**src/rtl/mapu_mstream_tp_pkg.sv**
```systemverilog
// Shared types for the Matrix Stream 3x3 transposer: index type, bank storage type, index helpers.
package mapu_mstream_tp_pkg;

  localparam int MSTREAM_ROWS   = 3;
  localparam int MSTREAM_MAX_DW = 32;

  typedef logic [1:0] idx_t;

  // Indexed [row][col]; elements narrower than the max width sit in the low bits.
  typedef logic [MSTREAM_ROWS-1:0][MSTREAM_ROWS-1:0][MSTREAM_MAX_DW-1:0] bank_t;

  function automatic logic idx_last(input idx_t i);
    return i == idx_t'(MSTREAM_ROWS - 1);
  endfunction

  function automatic idx_t idx_next(input idx_t i);
    return idx_last(i) ? idx_t'(0) : i + idx_t'(1);
  endfunction

endpackage

```
**src/rtl/mapu_mstream_tp_bank.sv**
```systemverilog
// One 3x3 register bank: column-wide write port, row-wide read port and a full flag.
module mapu_mstream_tp_bank
  import mapu_mstream_tp_pkg::*;
#(
  parameter int DATA_WIDTH = 32
) (
  input  logic                                    clk,
  input  logic                                    rst_n,
  input  logic                                    we,
  input  idx_t                                    col,
  input  logic [MSTREAM_ROWS-1:0][DATA_WIDTH-1:0] wcol,
  input  idx_t                                    row,
  output logic [MSTREAM_ROWS-1:0][DATA_WIDTH-1:0] rrow,
  input  logic                                    full_set,
  input  logic                                    full_clr,
  output logic                                    full
);

  bank_t mem_reg;
  logic  full_reg;

  always_ff @(posedge clk or negedge rst_n) begin
    if (!rst_n) begin
      mem_reg  <= '0;
      full_reg <= 1'b0;
    end else begin
      if (we) begin
        for (int r = 0; r < MSTREAM_ROWS; r++) begin
          mem_reg[r][col] <= MSTREAM_MAX_DW'(wcol[r]);
        end
      end
      // The top never sets and clears the same bank in one cycle; set wins if it did.
      if (full_set) begin
        full_reg <= 1'b1;
      end else if (full_clr) begin
        full_reg <= 1'b0;
      end
    end
  end

  always_comb begin
    rrow = '0;
    for (int c = 0; c < MSTREAM_ROWS; c++) begin
      rrow[c] = mem_reg[row][c][DATA_WIDTH-1:0];
    end
  end

  assign full = full_reg;

endmodule

```
**src/rtl/mapu_mstream_transposer.sv**
```systemverilog
// Ping-pong 3x3 transposer: columns in, rows out, one beat per cycle each way.
// Optional MAPU_MSTREAM_TRANSPOSER_STATS_EN adds the mtx_cnt completed-matrix counter.
module mapu_mstream_transposer
  import mapu_mstream_tp_pkg::*;
#(
  parameter int DATA_WIDTH = 32
) (
  input  logic                  sys_clk,
  input  logic                  reset_n,
  input  logic                  ig_vld,
  output logic                  ig_rdy,
  input  logic [DATA_WIDTH-1:0] ig_r0,
  input  logic [DATA_WIDTH-1:0] ig_r1,
  input  logic [DATA_WIDTH-1:0] ig_r2,
  output logic                  eg_vld,
  input  logic                  eg_rdy,
  output logic [DATA_WIDTH-1:0] eg_r0,
  output logic [DATA_WIDTH-1:0] eg_r1,
  output logic [DATA_WIDTH-1:0] eg_r2
`ifdef MAPU_MSTREAM_TRANSPOSER_STATS_EN
  ,
  output logic [15:0]           mtx_cnt
`endif
);

  logic wr_sel_reg;
  idx_t wr_col_reg;
  logic rd_sel_reg;
  idx_t rd_row_reg;

  logic [1:0]                                    full;
  logic [1:0][MSTREAM_ROWS-1:0][DATA_WIDTH-1:0] rrow;
  logic ig_fire;
  logic eg_fire;
  logic wr_last;
  logic rd_last;

  // Ready comes only from the full flags, so eg_rdy never reaches ig_rdy combinationally.
  assign ig_rdy  = !full[wr_sel_reg];
  assign eg_vld  = full[rd_sel_reg];
  assign ig_fire = ig_vld && ig_rdy;
  assign eg_fire = eg_vld && eg_rdy;
  assign wr_last = ig_fire && idx_last(wr_col_reg);
  assign rd_last = eg_fire && idx_last(rd_row_reg);

  generate
    for (genvar gi = 0; gi < 2; gi++) begin : g_bank
      mapu_mstream_tp_bank #(
        .DATA_WIDTH(DATA_WIDTH)
      ) u_bank (
        .clk      (sys_clk),
        .rst_n    (reset_n),
        .we       (ig_fire && (wr_sel_reg == 1'(gi))),
        .col      (wr_col_reg),
        .wcol     ({ig_r2, ig_r1, ig_r0}),
        .row      (rd_row_reg),
        .rrow     (rrow[gi]),
        .full_set (wr_last && (wr_sel_reg == 1'(gi))),
        .full_clr (rd_last && (rd_sel_reg == 1'(gi))),
        .full     (full[gi])
      );
    end
  endgenerate

  assign eg_r0 = rrow[rd_sel_reg][0];
  assign eg_r1 = rrow[rd_sel_reg][1];
  assign eg_r2 = rrow[rd_sel_reg][2];

  always_ff @(posedge sys_clk or negedge reset_n) begin
    if (!reset_n) begin
      wr_sel_reg <= 1'b0;
      wr_col_reg <= '0;
      rd_sel_reg <= 1'b0;
      rd_row_reg <= '0;
    end else begin
      if (ig_fire) begin
        wr_col_reg <= idx_next(wr_col_reg);
        if (wr_last) wr_sel_reg <= !wr_sel_reg;
      end
      if (eg_fire) begin
        rd_row_reg <= idx_next(rd_row_reg);
        if (rd_last) rd_sel_reg <= !rd_sel_reg;
      end
    end
  end

`ifdef MAPU_MSTREAM_TRANSPOSER_STATS_EN
  logic [15:0] cnt_reg;

  always_ff @(posedge sys_clk or negedge reset_n) begin
    if (!reset_n) begin
      cnt_reg <= '0;
    end else if (rd_last) begin
      cnt_reg <= cnt_reg + 16'd1;
    end
  end

  assign mtx_cnt = cnt_reg;
`endif

endmodule

```
**config.mk**
```make
export PLATFORM = sky130hd
export DESIGN_NAME = mapu_mstream_transposer
export DESIGN_NICKNAME = d
export VERILOG_FILES = /design/src/rtl/mapu_mstream_tp_pkg.sv /design/src/rtl/mapu_mstream_tp_bank.sv /design/src/rtl/mapu_mstream_transposer.sv
export SDC_FILE = /design/constraint.sdc
export NUM_CORES = 1
export LEC_CHECK = 0
export BUFFER_PORTS_ARGS = -buffer_cell sky130_fd_sc_hd__buf_4
export CORE_AREA = 3 3 268 270
export DETAILED_ROUTE_END_ITERATION = 6
export DIE_AREA = 0 0 271 273
export PLACE_DENSITY = 0.65
export SLEW_MARGIN = 0
export SYNTH_ARGS = -nofsm -noshare
export SYNTH_HDL_FRONTEND = slang
export SYNTH_SLANG_ARGS = --single-unit
```
**constraint.sdc**
```tcl
create_clock -name sys_clk -period 1.8 [get_ports sys_clk]
set_input_delay 0.27 -clock sys_clk [delete_from_list [all_inputs] [get_ports sys_clk]]
set_output_delay 0.27 -clock sys_clk [all_outputs]
set_load 0.05 [all_outputs]
```
# Yosys cells after proc, flatten, opt, wreduce, memory -nomap -nowiden
# Index checks and enable logic that the tools add are counted.
# classes
add_sub_neg	2
n_mul	0
div_mod_pow	0
magnitude_cmp	5
eq_ne	2
shifts	0
muxes	24
n_bitwise	2
n_reduce_logical	18
# op_table
op	n
bitwise mux 96 bit	6
binary-select mux 96 bit (select 2 bit)	2
2-to-1 mux 96 bit	4
demux 32 bit (select 2 bit)	1
2-to-1 mux 32 bit	1
logical AND 1 bit	11
2-to-1 mux 1 bit	8
less-than comparator 2 x 3 -> 1 bit, second input constant	2
adder 2 x 1 -> 2 bit, second input constant	2
equality test 2 bit, second input constant	2
less-than comparator 1 x 2 -> 1 bit, second input constant	2
2-to-1 mux 2 bit	2
AND reduction 2 bit	2
nonzero test 2 bit	2
zero test 1 bit	3
greater-or-equal comparator 2 x 1 -> 1 bit, second input constant	1
inverter 1 bit	2
# totals
register_bits	584
latch_bits	0
ramBits	0
mem_bits_ro	0
input_bits	100
memories	0

# Depth between registers and ports, before layout
# logic_depth
ltp_word	7
ltp_mapped	7
depth_no_buf	3

# Modules after synthesis
# Synthesis repeated with hierarchy kept, for this count alone.
# unflattened
hier_cells	1814
hier_area_um2	26803.2
# modules_own_cells
mod	n_inst	cells_each	area_each_um2
mapu_mstream_tp_bank	2	838	12653.4
mapu_mstream_transposer	1	138	1496.4

# Worst setup path after synthesis
# No wires, ideal clock.
# synth_timing
path_type	register to output
start	register rd_row_reg[1]
end	output port eg_r2[10]
t_arrival_ps	2100
required_time_ps	1530
slack_ps	-570
stages_incl_launch_ff	8
path_cell_list	dfrtp_1 > buf_2 > nor2b_1 > clkbuf_1 > buf_2 > clkbuf_1 > a221oi_1 > a31oi_1
# synth_via
elab_chain_len	4
elab_cells_between_ends	6
cone_classes	mux (6)
# synth_rtl
item	line	text
start: declaration	mapu_mstream_transposer.sv:29	idx_t rd_row_reg;
start signal: assignment	mapu_mstream_transposer.sv:81	rd_row_reg <= idx_next(rd_row_reg);
binary-select mux 96 bit (select 2 bit)	mapu_mstream_tp_bank.sv:44	rrow[c] = mem_reg[row][c][DATA_WIDTH-1:0];
2-to-1 mux 96 bit	--	
2-to-1 mux 96 bit (not written as such) (*) (2 in a row)	mapu_mstream_transposer.sv:67	assign eg_r2 = rrow[rd_sel_reg][2];
end: declaration	mapu_mstream_transposer.sv:19	output logic [DATA_WIDTH-1:0] eg_r2
# Mark *: on every way between the ends. The rest lies on a longest branch, timed or not. The select of a mux whose other input is x is not followed.

# Worst setup path in the final report
# layout_timing
start	register rd_row_reg[1]
end	output port eg_r2[16]
# Same word-level chain as after synthesis.

==> impl_results.md <==
- Worst slack, placed: -0.401 ns
- # fillers: 5397
- Vias: 18000
- Layout net count: 2507
- Area grow syn2layout: 47.9%
- Gr usage total: 19.4%
- Slew margin rel.: 60.0%
- Yosys warning total: 0
- Area of the core: 69800 µm²
- Worst setup SP type: flop
- Num ports: 198
- Per-cell routed wire length: 22.3 µm
- Sequential area share after synthesis: 55.2%
- RSZ-0062 raised after global routing: true
- Placed cells: 3132
- Finished Layout Cells: 3402
- FMAX: 0.363 GHz
- Post-DRT Antenna Nets: 0
- H-tree depth: 3
- Iter 0 DRT Violations: 888
- Drt pass-1 iters: 4
- Worst slew pin tran: 0.600 ns
- Residual DRC count: 0
- Status: finished, violations left
- CP Max Fanout: 8
- First-pass GRT wire length: 114 mm
- Multi-input logic area: 14400 µm²
- Die area: 74000 µm²
- Hold WC Path Type: in2reg
- Vias in the first global route: 19700
- Design Area, Final: 39200 µm²
- Final HPWL DP: 45.4 mm
- Max Root-Sink Buffers: 3
- Placed Area: 32800 µm²
- Site Rows: 97
- Fin Clk Skew: 0.0206 ns
- Final setup fails: 120
- Vert. Die Dim: 273 µm
- Initial core utilization: 38.0%
- PortBufs: 197
- Pwr/cell area: 2190 nW/µm²
- Grt ovf: 0
- Placer Congestion: 0.776
- Initial antenna violation count: 3
- Slew Limit Fails: 0
- Clock transition at path regs: 0.06 ns
- Crit path kind: reg2out
- Mean Syn Cell Area: 13.8 µm²
- Failing checks: negative setup slack
- Seq cells post-synth: 584
- VDD IR max: 1.99 mV
- Minimum clock period: 2.76 ns
- Final Power: 85.8 mW
- Worst hold slack: 0.107 ns
- Max-cap viol count: 0
- Clk Latency, worst-skew pair: 0.61 ns
- Syn Nets: 2019
- Final Cycle Share: 153%
- CP endpoint kind: output port
- Clock Tree Root: clkbuf_16
- CTS Buf Count: 68
- Synth cell types: 22
- Worst setup margin: -0.958 ns
- Leak: 16.8 nW
- Die X: 271 µm
- CTS tree: done
- Routed vias/inst: 5.28
- Worst EP arrival: 2.49 ns
- Post-Syn Instances: 1919
- Largest register FFs: 576
- Data required time at the worst endpoint: 1.53 ns
- Share of post-route cells with drive strength above 1: 65.4%
- Post-Synthesis Cell Area: 26500 µm²
- Post-Route WL: 75.8 mm
- Clock sinks: 584
- Sequential Area: 14600 µm²
- Largest net degree at the start of global routing: 67
- Final hold violation count: 0
==> path summary, 6_finish.rpt <==
path                                                                   to  depth (start not counted)  slack (ns)                                 startpoint
worst min register to register  g_bank[1].u_bank.mem_reg[192]$_DFFE_PN0P_                          1        0.50  g_bank[1].u_bank.mem_reg[192]$_DFFE_PN0P_
worst max register to register   g_bank[1].u_bank.mem_reg[89]$_DFFE_PN0P_                          6       -0.04          g_bank[1].u_bank.full$_DFFE_PN0P_
min in group asynchronous       g_bank[1].u_bank.mem_reg[281]$_DFFE_PN0P_                          2        0.12                                    reset_n
worst max-delay path                                            eg_r2[16]                          8       -0.96                  rd_row_reg[1]$_DFFE_PN0P_
worst min-delay path                            rd_row_reg[0]$_DFFE_PN0P_                          3        0.11                                     eg_rdy
max in group asynchronous        g_bank[1].u_bank.mem_reg[41]$_DFFE_PN0P_                          4        0.80                                    reset_n
==> kinds of logic (layout without fill, tap and decap cells) <==
kind of cell / count (synthesis) / after routing / synth area share, %
buf+inv: 153 / 693 / 2.81
other cells: 0 / 3 / 0
compound gates: 197 / 197 / 5.57
mux: 774 / 774 / 33.3
flops: 584 / 584 / 55.2
simple gates: 211 / 211 / 3.11
==> synth_stat cells <==
master / n / area [µm²]
mux2_2: 733 / 8250
dfrtp_1: 584 / 14600
nand2_1: 199 / 747
a31oi_1: 98 / 613
a221oi_1: 96 / 841
buf_2: 79 / 395
clkbuf_1: 55 / 206
mux2_4: 30 / 450
mux2_1: 10 / 113
buf_4: 9 / 67.6
buf_6: 5 / 56.3
nor2b_1: 5 / 31.3
inv_1: 3 / 11.3
nor2_1: 3 / 11.3
a21o_1: 2 / 15.0
buf_1: 2 / 7.51
a21oi_1: 1 / 5.00
and3b_1: 1 / 8.76
mux2i_1: 1 / 10.0
nand2b_1: 1 / 6.26
nand3b_1: 1 / 7.51
nor3b_2: 1 / 12.5
==> layout make-up <==
cell class                 instances  share of cell area [%]
timing repair buffer             568                    17.0
clock inverter                    24                   0.783
clock buffer                      98                    5.00
sequential                       584                    37.3
multi-input combinational       1182                    36.8
inverter                           3                  0.0415
tap                              940                    3.00
antenna                            3                  0.0192
==> metrics by stage <==
stage | TNS [ns] | utilization (%)
floorplan | -2.55 | -
global placement | -23.81 | 46.9
detailed placement | -25.64 | 46.9
CTS | -91.69 | 53.7
global route | -97.20 | 56.1
finish | -86.70 | 56.1
==> power breakdown <==
group	switching [mW]	internal, mW
sequential	3.87	19.5
combinational	24.6	23.7
clock	5.54	8.45
==> cell usage in the layout, fill, tap and decap left out, drive strengths merged, types with 6 or more instances in the layout <==
master,synthesis,routed
mux2,773,773
dlygate4sd3,0,98
a31oi,98,98
dfrtp,584,584
buf,95,450
nand2,199,199
a221oi,96,96
clkinv,0,13
bufinv,0,6
inv,3,7
clkbuf,55,117
==> per-layer routing <==
metal	routed length (µm)	global-route usage (%)	part of all wire, %
met5	13	0	0.017
met4	1210	4.26	1.6
met3	2520	3.23	3.3
met2	37300	33.1	49
met1	34800	26.1	46
==> timing repair <==
| action | in CTS | in global routing |
|---|---|---|
| gates resized for setup | 216 | 238 |
| hold buffers | 98 | 0 |
| setup buffers | 25 | 32 |
| hold endpoints to repair | 819 | 0 |
| setup endpoints to repair | 117 | 270 |
| cloned | 7 | 25 |
| pin swaps | 30 | 90 |
==> worst max-delay path: stages, from the launching register on <==
cell	delay [ns]
dfrtp_4	0.51
buf_12	0.16
nor2b_4	0.19
buf_12	0.21
buf_6	0.12
buf_12	0.14
nand2_1	0.10
a31oi_4	0.21
buf_4	0.23
(Power assumes the default switching activity.)
